## config.mk

```make
export PLATFORM = sky130hd
export DESIGN_NAME = adc_frame_sequencer
export DESIGN_NICKNAME = d
export VERILOG_FILES = /design/src/rtl/adc_frame_sequencer.sv
export SDC_FILE = /design/constraint.sdc
export NUM_CORES = 1
export LEC_CHECK = 0
export CAP_MARGIN = 40
export CELL_PAD_IN_SITES_DETAIL_PLACEMENT = 0
export CELL_PAD_IN_SITES_GLOBAL_PLACEMENT = 2
export CORE_ASPECT_RATIO = 2
export CORE_MARGIN = 2
export CORE_UTILIZATION = 33
export DETAILED_ROUTE_END_ITERATION = 12
export HOLD_SLACK_MARGIN = 0.15
export PLACE_DENSITY_LB_ADDON = 0.1
export SLEW_MARGIN = 20
export SYNTH_ARGS = -nofsm -noshare
export SYNTH_HDL_FRONTEND = slang
export SYNTH_SLANG_ARGS = --single-unit
```

## constraint.sdc

```tcl
create_clock -name CLK -period 2.7 [get_ports CLK]
set_input_delay 0.54 -clock CLK [delete_from_list [all_inputs] [get_ports CLK]]
set_output_delay 0.54 -clock CLK [all_outputs]
set_load 0.01 [all_outputs]
```

## src/rtl/adc_frame_sequencer.sv

```systemverilog
`default_nettype none
// ============================================================================
// Module   : adc_frame_sequencer
// Brief    : Dual-channel serial ADC frame sequencer (CS/SCLK generation,
//            16-bit frame capture, valid/ack sample handshake).
//            Optional peak hold enabled by defining ADC_PEAK_HOLD_EN.
// Revision : 1.0 - initial release
// ============================================================================

module adc_frame_sequencer #(
    parameter int CLK_DIV       = 4,
    parameter int SAMPLE_PERIOD = 2500,
    parameter int QUIET_CYCLES  = 4
) (
    input  logic        CLK,
    input  logic        RST,
    input  logic        enable,
    input  logic        sdata0,
    input  logic        sdata1,
    input  logic        sample_ack,
    output logic        cs_n,
    output logic        sclk,
    output logic [11:0] sample_ch0,
    output logic [11:0] sample_ch1,
    output logic        sample_valid,
    output logic        overrun,
    output logic        frame_err,
    input  logic        peak_clr,
    output logic [11:0] peak_ch0,
    output logic [11:0] peak_ch1
);

    localparam int c_PW = (SAMPLE_PERIOD > 1) ? $clog2(SAMPLE_PERIOD) : 1;
    localparam int c_DW = (CLK_DIV > 1) ? $clog2(CLK_DIV) : 1;
    localparam int c_QW = (QUIET_CYCLES > 1) ? $clog2(QUIET_CYCLES) : 1;

    localparam logic [c_PW-1:0] c_PERIOD_LAST = c_PW'(SAMPLE_PERIOD - 1);
    localparam logic [c_DW-1:0] c_DIV_LAST    = c_DW'(CLK_DIV - 1);
    localparam logic [c_QW-1:0] c_QUIET_LAST  = c_QW'(QUIET_CYCLES - 1);

    localparam logic [2:0] c_IDLE  = 3'd0;
    localparam logic [2:0] c_ARM   = 3'd1;
    localparam logic [2:0] c_SHIFT = 3'd2;
    localparam logic [2:0] c_DONE  = 3'd3;
    localparam logic [2:0] c_QUIET = 3'd4;

    logic [2:0]      r_state;
    logic [2:0]      w_next_state;
    logic [c_PW-1:0] r_period_cnt;
    logic [c_DW-1:0] r_div_cnt;
    logic            r_phase;
    logic [3:0]      r_bit_cnt;
    logic [c_QW-1:0] r_quiet_cnt;
    logic [15:0]     r_sr0;
    logic [15:0]     r_sr1;
    logic            r_cs_n;
    logic            r_sclk;
    logic            r_complete;
    logic [11:0]     r_sample_ch0;
    logic [11:0]     r_sample_ch1;
    logic            r_valid;
    logic            r_overrun;
    logic            r_frame_err;
    logic            w_tick;
    logic            w_last_slot;
    logic            w_cs_n_d;
    logic            w_sclk_d;
    logic            w_shift_in;

    assign w_tick      = (r_period_cnt == c_PERIOD_LAST);
    assign w_last_slot = r_phase && (r_div_cnt == c_DIV_LAST) && (r_bit_cnt == 4'd15);

    always_ff @(posedge CLK or posedge RST) begin
        if (RST) begin
            r_period_cnt <= '0;
        end else if (!enable || w_tick) begin
            r_period_cnt <= '0;
        end else begin
            r_period_cnt <= r_period_cnt + c_PW'(1);
        end
    end

    always_ff @(posedge CLK or posedge RST) begin
        if (RST) begin
            r_state <= c_IDLE;
        end else begin
            r_state <= w_next_state;
        end
    end

    always_comb begin
        w_next_state = r_state;
        case (r_state)
            c_IDLE:  if (enable) w_next_state = c_ARM;
            c_ARM: begin
                if (!enable)     w_next_state = c_IDLE;
                else if (w_tick) w_next_state = c_SHIFT;
            end
            c_SHIFT: if (w_last_slot) w_next_state = c_DONE;
            c_DONE:  w_next_state = c_QUIET;
            c_QUIET: if (r_quiet_cnt == c_QUIET_LAST) w_next_state = enable ? c_ARM : c_IDLE;
            default: w_next_state = c_IDLE;
        endcase
    end

    // Pins are registered from these, so they trail the FSM by one cycle.
    always_comb begin
        w_cs_n_d   = 1'b1;
        w_sclk_d   = 1'b1;
        w_shift_in = 1'b0;
        if (r_state == c_SHIFT) begin
            w_cs_n_d   = 1'b0;
            w_sclk_d   = r_phase;
            w_shift_in = r_phase && (r_div_cnt == '0);
        end
    end

    always_ff @(posedge CLK or posedge RST) begin
        if (RST) begin
            r_div_cnt <= '0;
            r_phase   <= 1'b0;
            r_bit_cnt <= 4'd0;
        end else if (r_state != c_SHIFT) begin
            r_div_cnt <= '0;
            r_phase   <= 1'b0;
            r_bit_cnt <= 4'd0;
        end else if (r_div_cnt == c_DIV_LAST) begin
            r_div_cnt <= '0;
            r_phase   <= !r_phase;
            if (r_phase) r_bit_cnt <= r_bit_cnt + 4'd1;
        end else begin
            r_div_cnt <= r_div_cnt + c_DW'(1);
        end
    end

    always_ff @(posedge CLK or posedge RST) begin
        if (RST) begin
            r_quiet_cnt <= '0;
        end else if (r_state != c_QUIET) begin
            r_quiet_cnt <= '0;
        end else begin
            r_quiet_cnt <= r_quiet_cnt + c_QW'(1);
        end
    end

    // Data is captured on the same edge that drives the pin sclk high.
    always_ff @(posedge CLK or posedge RST) begin
        if (RST) begin
            r_sr0      <= 16'd0;
            r_sr1      <= 16'd0;
            r_cs_n     <= 1'b1;
            r_sclk     <= 1'b1;
            r_complete <= 1'b0;
        end else begin
            if (w_shift_in) begin
                r_sr0 <= {r_sr0[14:0], sdata0};
                r_sr1 <= {r_sr1[14:0], sdata1};
            end
            r_cs_n     <= w_cs_n_d;
            r_sclk     <= w_sclk_d;
            r_complete <= (r_state == c_DONE);
        end
    end

    always_ff @(posedge CLK or posedge RST) begin
        if (RST) begin
            r_sample_ch0 <= 12'd0;
            r_sample_ch1 <= 12'd0;
            r_valid      <= 1'b0;
            r_overrun    <= 1'b0;
            r_frame_err  <= 1'b0;
        end else if (r_complete) begin
            r_sample_ch0 <= r_sr0[11:0];
            r_sample_ch1 <= r_sr1[11:0];
            r_valid      <= 1'b1;
            r_frame_err  <= (|r_sr0[15:12]) | (|r_sr1[15:12]);
            if (r_valid && !sample_ack) r_overrun <= 1'b1;
        end else if (r_valid && sample_ack) begin
            r_valid   <= 1'b0;
            r_overrun <= 1'b0;
        end
    end

`ifdef ADC_PEAK_HOLD_EN
    logic [11:0] r_peak_ch0;
    logic [11:0] r_peak_ch1;

    // A clear coinciding with a completion restarts the hold from the new sample.
    always_ff @(posedge CLK or posedge RST) begin
        if (RST) begin
            r_peak_ch0 <= 12'd0;
            r_peak_ch1 <= 12'd0;
        end else if (r_complete) begin
            if (peak_clr || (r_sr0[11:0] > r_peak_ch0)) r_peak_ch0 <= r_sr0[11:0];
            if (peak_clr || (r_sr1[11:0] > r_peak_ch1)) r_peak_ch1 <= r_sr1[11:0];
        end else if (peak_clr) begin
            r_peak_ch0 <= 12'd0;
            r_peak_ch1 <= 12'd0;
        end
    end

    assign peak_ch0 = r_peak_ch0;
    assign peak_ch1 = r_peak_ch1;
`else
    logic w_unused_peak_clr;
    assign w_unused_peak_clr = peak_clr;
    assign peak_ch0          = 12'd0;
    assign peak_ch1          = 12'd0;
`endif

    assign cs_n         = r_cs_n;
    assign sclk         = r_sclk;
    assign sample_ch0   = r_sample_ch0;
    assign sample_ch1   = r_sample_ch1;
    assign sample_valid = r_valid;
    assign overrun      = r_overrun;
    assign frame_err    = r_frame_err;

endmodule

`default_nettype wire

```

==> impl_metrics.tcl, run 1 <==
set metrics [dict create \
    gp_congestion 0.6930 \
    layout-drive-gt1-share_pct 25.79 \
    fillers 1065 \
    clock-sinks 86 \
    worstHoldPathType "reg2reg" \
    cts_root_buffer "clkbuf_16" \
    rows 55 \
    drtIter0Drc 123 \
    drtAntennaViolNets 0 \
    final_util_pct 40.21 \
    wirelength_um 6512 \
    finalInstanceArea_um2 4511 \
    clock_skew_ns 0.004984 \
    worstSetupStartpointType "flip-flop" \
    synthArstFlopShare_pct 100.0 \
    slew_violations 0 \
    syn_area_um2 3766 \
    grt.overflow.total 0 \
    layout_common_cells "84 x dfrtp_1, 34 x clkdlybuf4s50_1, 30 x mux2_4" \
    clk_pin_slew_ns 0.06 \
    timing.critical_path.from "r_state[2]$_DFFE_PP0P_" \
    seq_area_um2 2155 \
    grt.total_usage_pct 11.51 \
    cp_max_fo 17 \
    tritoncts "yes" \
    period_share_pct 76.80 \
    powerDensity_nw_per_um2 624.7 \
    irDropWorstVdd_mv 0.3187 \
    critical_path_arrival_ns 2.29 \
    cp-end-kind "flip-flop" \
    grt_pass1_wl_um 10750 \
    syn_avg_cell_area_um2 13.80 \
    viasPerCell 4.472 \
    final_common_cell "dfrtp_1" \
    cts_setup_buffers 0 \
    place_area_um2 4161 \
    grt_max_degree 53 \
    start_util_pct 33.58 \
    multi_input_area_um2 1400 \
    yosys.area.top_type_share_pct 55.81 \
    dr_total_vias 2057 \
    die_h_um 155.1 \
    synth_area_leader_cell "dfrtp_1" \
    min_from "r_quiet_cnt[0]$_DFF_PP0_" \
    r2r-start "r_state[2]$_DFFE_PP0P_" \
    remaining_drc_errors 0 \
    post-route-min-period_ns 2.074 \
    synthTopCellsByArea "dfrtp_1 56%, mux2_4 12%, mux2_2 7.8%" \
    nNetsFinal 325 \
    syn_inst 273 \
    cp.required_ns 2.91 \
    ctsHoldBuffers 0 \
    hold_viol_final 0 \
    p_leak_nw 2.130 \
    rsz0062_at_grt "false" \
    tns_ns 0 \
    final-setup-viol-count 0 \
    power_mw 2.818 \
    critPathKind "reg2reg" \
    yosys_register_bits 86 \
    synth-edff-count 0 \
    relSlewSlack_pct 62.84 \
    hpwl_um 4426 \
    die_area_um2 12340 \
    max-cap-violations 0 \
    yosysWarnings 0 \
    drtPass1Iterations 4 \
    core_um2 11220 \
    htree_levels 3 \
    area_growth_pct 19.77 \
    grt_pass1_vias 2106 \
    holdWs_ns 0.4403 \
    status "finished clean" \
    clock_path_buffers 2 \
    fmax_ghz 0.4823 \
    pin_count 60 \
    synth_flop_cell "dfrtp_1" \
    cts_resized 0 \
    synthDistinctLibCells 36 \
    io_buffers 34 \
    num_antenna_cells 0 \
    die-width_um 79.54 \
    tightest_slew_ns 0.5574 \
    antenna_found_initial 0 \
    ys_seq_area_share_pct 57.21 \
    cts_buffers 9 \
    wl_per_cell_um 14.16 \
    insertion_delay_ns 0.33 \
]
-- worst max-delay path: stages (launching register included) --
cell      delay [ns]
dfrtp_1         0.46
nor2b_2         0.14
nand2b_1        0.31
nor2_8          0.47
buf_4           0.26
mux2_4          0.31
-- where the power goes --
| group | total [mW] | internal [mW] | switching [mW] |
|---|---|---|---|
| Combinational | 0.0803 | 0.0271 | 0.0532 |
| Clock | 1.42 | 0.931 | 0.494 |
| Sequential | 1.31 | 1.30 | 0.0112 |
| Total | 2.82 | 2.26 | 0.558 |
-- final cells by class --
| cell class | count | share of cell area (%) |
|---|---|---|
| Multi-Input combinational cell | 171 | 31.04 |
| Inverter | 6 | 0.5825 |
| Tap cell | 142 | 3.939 |
| Clock inverter | 5 | 2.358 |
| Timing Repair Buffer | 39 | 8.932 |
| Clock buffer | 11 | 5.381 |
| Sequential cell | 86 | 47.77 |
-- state kept, by name, summed over array words and instances, names as in the netlist --
name	cells
r_period_cnt	12
r_bit_cnt	4
sample_ch1	12
r_sr1	16
overrun	1
frame_err	1
r_quiet_cnt	2
r_phase	1
r_state	3
sample_ch0	12
r_sr0	16
r_div_cnt	2
sample_valid	1
sclk	1
cs_n	1
r_complete	1
-- routing by layer --
| layer | global-route usage, % | vias to the layer above | wire (um) | part of all wire (%) |
|---|---|---|---|---|
| met3 | 2.378 | 8 | 198 | 3.0 |
| li1 | - | 961 | - | - |
| met2 | 19.13 | 42 | 3550 | 55 |
| met4 | 6.404 | 0 | 126 | 1.9 |
| met5 | 0 | - | 0 | 0 |
| met1 | 13.62 | 1046 | 2636 | 40 |
-- cell usage after synthesis, drive strengths merged (3+ instances only) --
cell type,number
a21oi,4
ha,5
inv,6
nand4,3
buf,32
nor2,22
nand3,10
and3,3
nor4,3
dfrtp,84
mux2,56
nand2,9
xor2,11
-- per-stage QoR --
stage / instances / setup WS (ns)
global placement: 444 / 0.6373
CTS: 460 / 0.5857
detailed placement: 444 / 0.6175
floorplan: 296 / 1.168
global route: 460 / 0.5146
finish: 460 / 0.6264
-- path summary, 6_finish.rpt --
check | slack, ns | end | depth (start not counted)
min | 0.44 | r_quiet_cnt[0]$_DFF_PP0_ | 1
max reg2reg | 0.63 | r_sr0[15]$_DFFE_PP0P_ | 5
min reg2reg | 0.44 | r_quiet_cnt[0]$_DFF_PP0_ | 1
max | 0.63 | r_sr0[15]$_DFFE_PP0P_ | 5
min in group asynchronous | 0.56 | sample_ch1[6]$_DFFE_PP0P_ | 2
max in group asynchronous | 1.49 | sclk$_DFF_PP1_ | 3
-- logic make-up (layout without fill, tap and decap cells) --
kind of cell / count (synthesis) / after routing / share of synthesized area [%]
simple gates: 62 / 62 / 8.572
other cells: 1 / 24 / 0.09957
flops: 86 / 86 / 57.21
fa+ha+maj: 5 / 5 / 1.661
compound gates: 11 / 11 / 1.794
xor+xnor: 13 / 13 / 3.023
buf+inv: 39 / 61 / 7.907
mux: 56 / 56 / 19.73
No activity file was read; power rests on OpenSTA's default activity.
==> inputs of run 2 (changes only) <==
Clock period 2.7 ns to 1.8 ns, I/O delays scaled along.
==> impl_metrics.tcl, run 2 (synthesis gave the netlist of run 1 again) <==
set metrics [dict create \
    cts_root_buffer "clkbuf_16" \
    post-route-min-period_ns 1.732 \
    gp_congestion 0.7060 \
    max_stage_delay_ns 0.52 \
    worstHoldPathType "in2async" \
    path_buf_inv 1 \
    dr_total_vias 2082 \
    fmax_ghz 0.5775 \
    grt.overflow.total 0 \
    hpwl_um 4568 \
    tritoncts "yes" \
    layout_common_cells "84 x dfrtp_1, 34 x clkdlybuf4s50_1, 30 x mux2_4" \
    die-width_um 79.54 \
    clock-sinks 86 \
    crit_path_cell_trace "clkdlybuf4s50_1" \
    top_regs "r_sr0: 16 flops, r_sr1: 16 flops" \
    io_buffers 34 \
    power_mw 3.995 \
    pin_count 60 \
    drtPass1Iterations 4 \
    die_h_um 155.1 \
    status "finished clean" \
    max-cap-violations 0 \
    rows 55 \
    grt_pass1_vias 2191 \
    rsz0062_at_grt "false" \
    cp_max_fo 1 \
    start_util_pct 33.58 \
    hold_viol_final 0 \
    final_util_pct 40.73 \
    remaining_drc_errors 0 \
    powerDensity_nw_per_um2 874.6 \
    critPathKind "reg2out" \
    final_common_cell "dfrtp_1" \
    irDropWorstVdd_mv 0.4609 \
    grt_pass1_wl_um 10920 \
    cts_resized 0 \
    p_leak_nw 2.170 \
    slew_violations 0 \
    grt.total_usage_pct 11.57 \
    core_um2 11220 \
    wl_per_cell_um 13.81 \
    cp-end-kind "primary output" \
    clk_pin_slew_ns 0.06 \
    die_area_um2 12340 \
    area_growth_pct 21.30 \
    critical_path_arrival_ns 1.37 \
    critical_path.top_delay_family "buffers and inverters" \
    wirelength_um 6490 \
    clock_path_buffers 2 \
    drtIter0Drc 57 \
    num_antenna_cells 0 \
    ctsHoldBuffers 0 \
    cp.required_ns 1.44 \
    final-setup-viol-count 0 \
    period_share_pct 96.20 \
    tns_ns 0 \
    clock_skew_ns 0.007002 \
    cts_buffers 9 \
    layout-drive-gt1-share_pct 28.35 \
    fillers 1083 \
    drtAntennaViolNets 0 \
    insertion_delay_ns 0.34 \
    cp_slowest_cell "clkdlybuf4s50_1" \
    nNetsFinal 335 \
    viasPerCell 4.430 \
    cts_setup_buffers 0 \
    worstSetupStartpointType "flip-flop" \
    htree_levels 3 \
    antenna_found_initial 0 \
    grt_max_degree 32 \
]
==> run 2: changes by cell type in the layout (fill, tap and decap cells not counted), sizes merged <==
cell,before,now
buf,5,15
bufinv,3,1
inv,5,7
clkbuf,11,10
clkinvlp,2,3
==> run 2: path summary, 6_finish.rpt <==
| kind | cells past startpoint | end | slack, ns | startpoint |
|---|---|---|---|---|
| worst max register to register | 6 | r_sr1[10]$_DFFE_PP0P_ | 0.23 | r_div_cnt[0]$_DFF_PP0_ |
| worst min-delay path | 2 | r_period_cnt[11]$_DFF_PP0_ | 0.35 | RST |
| worst max-delay path | 1 | sclk | 0.07 | sclk$_DFF_PP1_ |
| max in group asynchronous | 3 | sclk$_DFF_PP1_ | 0.88 | RST |
| worst min register to register | 1 | r_quiet_cnt[0]$_DFF_PP0_ | 0.43 | r_quiet_cnt[0]$_DFF_PP0_ |
| min in group CLK | 1 | r_quiet_cnt[0]$_DFF_PP0_ | 0.43 | r_quiet_cnt[0]$_DFF_PP0_ |
==> run 2: final cells by class <==
class / count / area (um2) / area share (%)
Sequential cell: 86 / 2155 / 47.17
Tap cell: 142 / 177.7 / 3.889
Multi-Input combinational cell: 171 / 1400 / 30.65
Clock inverter: 6 / 67.56 / 1.479
Timing Repair Buffer: 49 / 503.0 / 11.01
Inverter: 6 / 26.28 / 0.5752
Clock buffer: 10 / 239.0 / 5.231
==> run 2: stage by stage <==
stage | cell area (um2) | std cells | hold WS [ns] | setup slack (ns)
floorplan | 3856 | 296 | 0.4084 | 0.3161
global placement | 4262 | 454 | 0.4220 | 0.2263
detailed placement | 4262 | 454 | 0.4295 | 0.2068
CTS | 4568 | 470 | 0.3381 | 0.04598
global route | 4568 | 470 | 0.3712 | 0.02317
finish | 4568 | 470 | 0.3458 | 0.06842
==> run 2: power breakdown <==
group	internal, mW	total, mW	switching (mW)
combinational	0.0509	0.132	0.0814
sequential	1.95	1.97	0.0170
clock	1.12	1.89	0.774
total	3.12	4.00	0.872
==> run 2: per-layer routing <==
layer,global-route usage [%],share of wire [%]
met1,13.44,40
met3,2.320,2.9
met2,19.33,53
met4,6.897,3.2
met5,0,0
